### config.mk
export PLATFORM = sky130hd
export DESIGN_NAME = popcount_unary_serializer
export DESIGN_NICKNAME = d
export VERILOG_FILES = /design/src/rtl/popcount_unary_serializer.sv
export SDC_FILE = /design/constraint.sdc
export NUM_CORES = 1
export LEC_CHECK = 0
export BUFFER_PORTS_ARGS = -buffer_cell sky130_fd_sc_hd__buf_2
export CAP_MARGIN = 20
export CORE_ASPECT_RATIO = 0.7
export CORE_MARGIN = 10
export CORE_UTILIZATION = 50
export DETAILED_ROUTE_END_ITERATION = 10
export PLACE_DENSITY = 0.82
export SLEW_MARGIN = 20
export SYNTH_ARGS = -nofsm -noshare
export SYNTH_HDL_FRONTEND = slang
export SYNTH_SLANG_ARGS = --single-unit
### constraint.sdc
create_clock -name clk -period 2.2 [get_ports clk]
set_input_delay 0.44 -clock clk [delete_from_list [all_inputs] [get_ports clk]]
set_output_delay 0.44 -clock clk [all_outputs]
set_load 0.05 [all_outputs]
### src/rtl/popcount_unary_serializer.sv
// popcount_unary_serializer
// Turns a requested count C into an N_IN-beat bit stream containing exactly C
// ones. The stream is emitted under a valid/ready handshake, and the beats are
// also collected into a parallel vector that is flagged with a one-cycle
// vec_valid pulse once the final beat has been accepted.
//
// Build option:
//   POPCOUNT_SPREAD_EN defined   -> spread mode: the ones are distributed evenly
//                                   over the vector with a Bresenham accumulator,
//                                   and the last one always lands on beat N_IN-1.
//   POPCOUNT_SPREAD_EN undefined -> thermometer mode: the ones occupy beats
//                                   0..C-1 and the accumulator does not exist.
module popcount_unary_serializer #(
    parameter int N_IN = 31,
    parameter int CW   = $clog2(N_IN + 1)
) (
    input  logic            clk,
    input  logic            rst,
    input  logic            cnt_valid,
    output logic            cnt_ready,
    input  logic [CW-1:0]   cnt_in,
    output logic            bit_valid,
    input  logic            bit_ready,
    output logic            bit_out,
    output logic            bit_last,
    output logic [N_IN-1:0] vec_out,
    output logic            vec_valid
);

    typedef enum logic {
        IDLE = 1'b0,
        EMIT = 1'b1
    } state_t;

    // N_IN in the widths used by the beat index and the spread accumulator sum
    localparam logic [CW:0]   N_WIDE   = (CW + 1)'(N_IN);
    localparam logic [CW-1:0] LAST_IDX = CW'(N_IN - 1);

    state_t            state;
    state_t            state_nxt;
    logic [CW-1:0]     idx;
    logic [CW-1:0]     idx_nxt;
    logic [CW-1:0]     cnt_q;
    logic [CW-1:0]     cnt_nxt;
    logic [N_IN-1:0]   vec_nxt;
    logic              done_nxt;
    logic              beat_bit;
    logic              last_beat;

`ifdef POPCOUNT_SPREAD_EN
    logic [CW-1:0]     acc;
    logic [CW-1:0]     acc_nxt;
    logic [CW-1:0]     acc_step;
    logic [CW:0]       spread_sum;
    logic [CW:0]       spread_wrap;
`endif

    // Requests above N_IN are clamped so the vector never asks for more ones
    // than it has beats.
    function automatic logic [CW-1:0] sat_count(input logic [CW-1:0] c);
        logic [CW:0] c_wide;
        c_wide = {1'b0, c};
        if (c_wide > N_WIDE) begin
            return LAST_IDX + CW'(1);
        end
        return c;
    endfunction

`ifdef POPCOUNT_SPREAD_EN
    // Bresenham step: a one is emitted whenever the running sum crosses N_IN,
    // and the remainder is carried into the next beat. The accumulator stays
    // below N_IN, so the sum fits in CW+1 bits and the remainder in CW bits.
    always_comb begin
        spread_sum  = {1'b0, acc} + {1'b0, cnt_q};
        spread_wrap = spread_sum - N_WIDE;
        beat_bit    = (spread_sum >= N_WIDE);
        acc_step    = beat_bit ? spread_wrap[CW-1:0] : spread_sum[CW-1:0];
    end
`else
    // Thermometer code: the first cnt_q beats are ones, the rest zeros.
    always_comb begin
        beat_bit = (idx < cnt_q);
    end
`endif

    // Next-state and handshake outputs; the beat value depends only on
    // registered state, so it holds steady while the beat is stalled.
    always_comb begin
        state_nxt = state;
        idx_nxt   = idx;
        cnt_nxt   = cnt_q;
        vec_nxt   = vec_out;
        done_nxt  = 1'b0;
`ifdef POPCOUNT_SPREAD_EN
        acc_nxt   = acc;
`endif
        cnt_ready = 1'b0;
        bit_valid = 1'b0;
        bit_out   = 1'b0;
        bit_last  = 1'b0;
        last_beat = (idx == LAST_IDX);

        case (state)
            IDLE: begin
                cnt_ready = 1'b1;
                if (cnt_valid) begin
                    cnt_nxt   = sat_count(cnt_in);
                    idx_nxt   = '0;
                    vec_nxt   = '0;
`ifdef POPCOUNT_SPREAD_EN
                    acc_nxt   = '0;
`endif
                    state_nxt = EMIT;
                end
            end
            EMIT: begin
                bit_valid = 1'b1;
                bit_out   = beat_bit;
                bit_last  = last_beat;
                if (bit_ready) begin
                    idx_nxt = idx + CW'(1);
`ifdef POPCOUNT_SPREAD_EN
                    acc_nxt = acc_step;
`endif
                    for (int i = 0; i < N_IN; i++) begin
                        if (idx == CW'(i)) begin
                            vec_nxt[i] = beat_bit;
                        end
                    end
                    if (last_beat) begin
                        state_nxt = IDLE;
                        done_nxt  = 1'b1;
                    end
                end
            end
            default: begin
                state_nxt = IDLE;
            end
        endcase
    end

    // FSM state register; reset drops any stream in flight immediately.
    always_ff @(posedge clk or posedge rst) begin
        if (rst) begin
            state <= IDLE;
        end else begin
            state <= state_nxt;
        end
    end

    // Beat index, latched count, assembled vector and completion pulse.
    always_ff @(posedge clk or posedge rst) begin
        if (rst) begin
            idx       <= '0;
            cnt_q     <= '0;
            vec_out   <= '0;
            vec_valid <= 1'b0;
        end else begin
            idx       <= idx_nxt;
            cnt_q     <= cnt_nxt;
            vec_out   <= vec_nxt;
            vec_valid <= done_nxt;
        end
    end

`ifdef POPCOUNT_SPREAD_EN
    // Spread accumulator (remainder of beats * cnt_q modulo N_IN).
    always_ff @(posedge clk or posedge rst) begin
        if (rst) begin
            acc <= '0;
        end else begin
            acc <= acc_nxt;
        end
    end
`endif

endmodule

==> impl_results.md <==
* First-pass detailed-route iteration total at 4
* Syn. warnings at 0
* Min-Delay Path Class: primary input to async pin
* Port bufs at 44
* Flop pwr share at 29.4%
* Worst-Skew Late Latency at 0.30 ns
* Fin Setup TNS at 0 ns
* Share of total power in combinational logic at 55.7%
* H-tree depth at 2
* Core ar. at 4040 µm²
* Clock transition at the registers of the reported paths at 0.08 ns
* LEAKAGE at 1.19 nW
* Hold Worst Slack at 0.259 ns
* RR Startpoint: cnt_q[2]
* Crit end category: output pin
* Final period utilization at 95.6%
* # IOs at 45
* Fillers at 333
* Synthesized flop and latch total at 43
* Worst-Margin Slew at 0.693 ns
* Num CTS Buffers at 5
* Die Ht at 75.1 µm
* Iter 0 DRT Violations at 148
* WP data required at 1.76 ns
* RD Place Congestion at 0.907
* Via/cell ratio at 5.95
* Total GRT Usage at 14.6%
* Non-Filler Instances at 290
* Max-cap violation count at 0
* Mean Syn Cell Area at 11.1 µm²
* Final setup fails at 0
* Startpoint type of the worst setup path: flip-flop
* Initial antenna violation count at 0
* Prevailing post-synth register cell: dfrtp_1
* Mapped Cells at 196
* Starting density of the core at 53.7%
* Final Hold Vio Count at 0
* DRC at 0
* Clock Tree Root: clkbuf_8
* Synth cell types at 38
* Rel. slew slack at 53.8%
* Fraction of final layout cells sized beyond drive strength 1 at 32.8%
* Sequential fraction of the synthesis area at 49.6%
* Reg-to-reg setup timing slack at 0.39 ns
* Met2 WL post-DR at 2.35 mm
* R2r worst-path depth at 7
* Clock buffer depth at 2
* CTS tree: built
* Metal3 WL at 450 µm
* VDD IR max at 1.34 mV
* Wirelength per Cell at 18.2 µm
* Nets@finish at 255
* First-pass GRT wire length at 8.81 mm
* Ys async rst share at 100%
* Cts hold-fix bufs at 0
* Congestion Overflow GR at 0
* Worst Clk Skew at 0.00293 ns
* Final Max Slew Viols at 0
* Status: finished, final reports clean
* Critical path type: flip-flop to output pin
* Minimum clock period at 2.10 ns
* RSZ-0062 raised after global routing: no
* Power per Cell Area at 1690 nW/µm²
* Area grow syn2layout at 17.8%
* Pin count of the biggest net entering global routing at 44
* Chip width at 98.8 µm
* Antenna fix cells at 0
* Reg-to-Reg End: vec_out[21]
* Mapped Nets at 214
* Hpwl dp at 3.78 mm
* CTS sink count at 43
* Die area at 7420 µm²
* Sw Share at 52.3%
* Clk network pwr share at 14.9%
* Psw at 2.26 mW
* Cells after DPL at 282
* Critical Path AT at 1.66 ns
* Via count at 1725
* Top sig layer: met4
* Antenna Violating Nets Remaining at 0
* Cell Rows at 19
* Vias in the first global route at 1764
* Total internal power at 2.06 mW
* Setup repair bufs after CTS at 0
* Wirelength, routed at 5.29 mm
* Critical Path Fanout Max at 2
* Post-synth EDFFs at 0
* Synthesized cell area at 2170 µm²
* Peak Freq at 0.476 GHz
* Wl on met1 at 2.43 mm
* Cts repair resizes at 2
==> cell families after synthesis <==
family	after synthesis	share of synthesized area (%)
flip-flops	43	49.6
AO/OA/AOI/OAI	68	24.3
AND/OR/NAND/NOR	43	10.8
buffers and inverters	27	7.03
multiplexers	6	3.05
adder cells (fa/ha/maj)	9	5.19
==> power by group through the flow <==
stage | combinational (mW) | sequential, mW | clock (mW)
5_1_grt | 2.59 | 1.31 | 0.686
6_report | 2.41 | 1.27 | 0.643
3_3_place_gp | 2.31 | 1.26 | 0
3_5_place_dp | 2.35 | 1.28 | 0
4_1_cts | 2.39 | 1.27 | 0.649
2_1_floorplan | 1.09 | 2.06 | 0
==> layer usage <==
layer	GRT usage [%]	up-vias
met5	0	-
met4	5.39	0
met2	21.0	62
met1	19.6	833
met3	5.58	7
li1	-	823
==> cells in the mapped netlist, types with 2 or more instances <==
library cell	count	area (µm²)
o211ai_2	3	37.5
buf_2	9	45.0
a31oi_1	2	12.5
nor2_1	4	15.0
buf_6	4	45.0
inv_1	9	33.8
ha_1	9	113
o21ai_1	6	30.0
clkbuf_1	2	7.51
mux2_1	4	45.0
dfrtp_1	43	1080
o31ai_1	20	150
nand3_1	8	40.0
a21oi_1	3	15.0
nand2b_1	5	31.3
o211ai_1	21	158
nand2_1	11	41.3
o21ai_0	2	10.0
buf_4	2	15.0
nand4_1	5	31.3
nand3_2	3	30.0
o31ai_2	5	62.6
==> registers in the layout, indices dropped and copies added, names as in the netlist <==
name and cells:
cnt_q 5, idx 5, state 1, vec_out 31, vec_valid 1
==> metrics by stage <==
step           utilization (%)  area (µm²)  setup slack (ns)  total power [mW]
2_1_floorplan                -        2170            0.0697              3.15
3_3_place_gp              59.6        2410             0.340              3.57
3_5_place_dp              59.6        2410             0.269              3.63
4_1_cts                   62.7        2530            0.0268              4.31
5_1_grt                   63.3        2560           0.00736              4.58
6_report                  63.3        2560            0.0976              4.32
==> critical path: stages (launching register included) <==
cell     delay (ns)
dfrtp_1        0.38
inv_1          0.10
ha_4           0.21
a21o_1         0.16
a31oi_2        0.18
o21ai_2        0.10
inv_1          0.08
buf_6          0.15
==> placed cells by master, fill, tap and decap left out, types with 2 or more instances in the layout <==
master,instances
dfrtp_1,43
nand3_1,8
nor2_1,4
ha_1,7
o21ai_1,6
mux2_1,4
inv_1,9
nand2b_1,5
buf_2,42
nand2_1,11
o31ai_2,5
clkbuf_8,6
o211ai_1,21
a21oi_1,3
o21ai_0,2
o31ai_1,20
o211ai_2,3
nand3_2,3
buf_4,7
nand4_1,5
==> how the worst max path moves through the flow <==
| stage | depth (start not counted) | endpoint | from | slack, ns |
|---|---|---|---|---|
| finish | 7 | bit_out | cnt_q[2] | 0.1 |
| global route | 6 | bit_out | idx[1] | 0.007 |
| CTS | 6 | bit_out | idx[2] | 0.03 |
| detailed placement | 6 | bit_out | idx[2] | 0.27 |
| global placement | 6 | bit_out | idx[2] | 0.34 |
| floorplan | 6 | bit_out | state | 0.07 |
==> layout make-up <==
| type | count | area [µm²] | area share (%) |
|---|---|---|---|
| clock buffer | 6 | 82.6 | 3.23 |
| tap | 52 | 65.1 | 2.55 |
| clock inverter | 2 | 35.0 | 1.37 |
| inverter | 10 | 40.0 | 1.57 |
| multi-input combinational | 126 | 963 | 37.7 |
| sequential | 43 | 1080 | 42.1 |
| timing repair buffer | 51 | 294 | 11.5 |
Note: power is estimated with default switching activity, not from simulation.
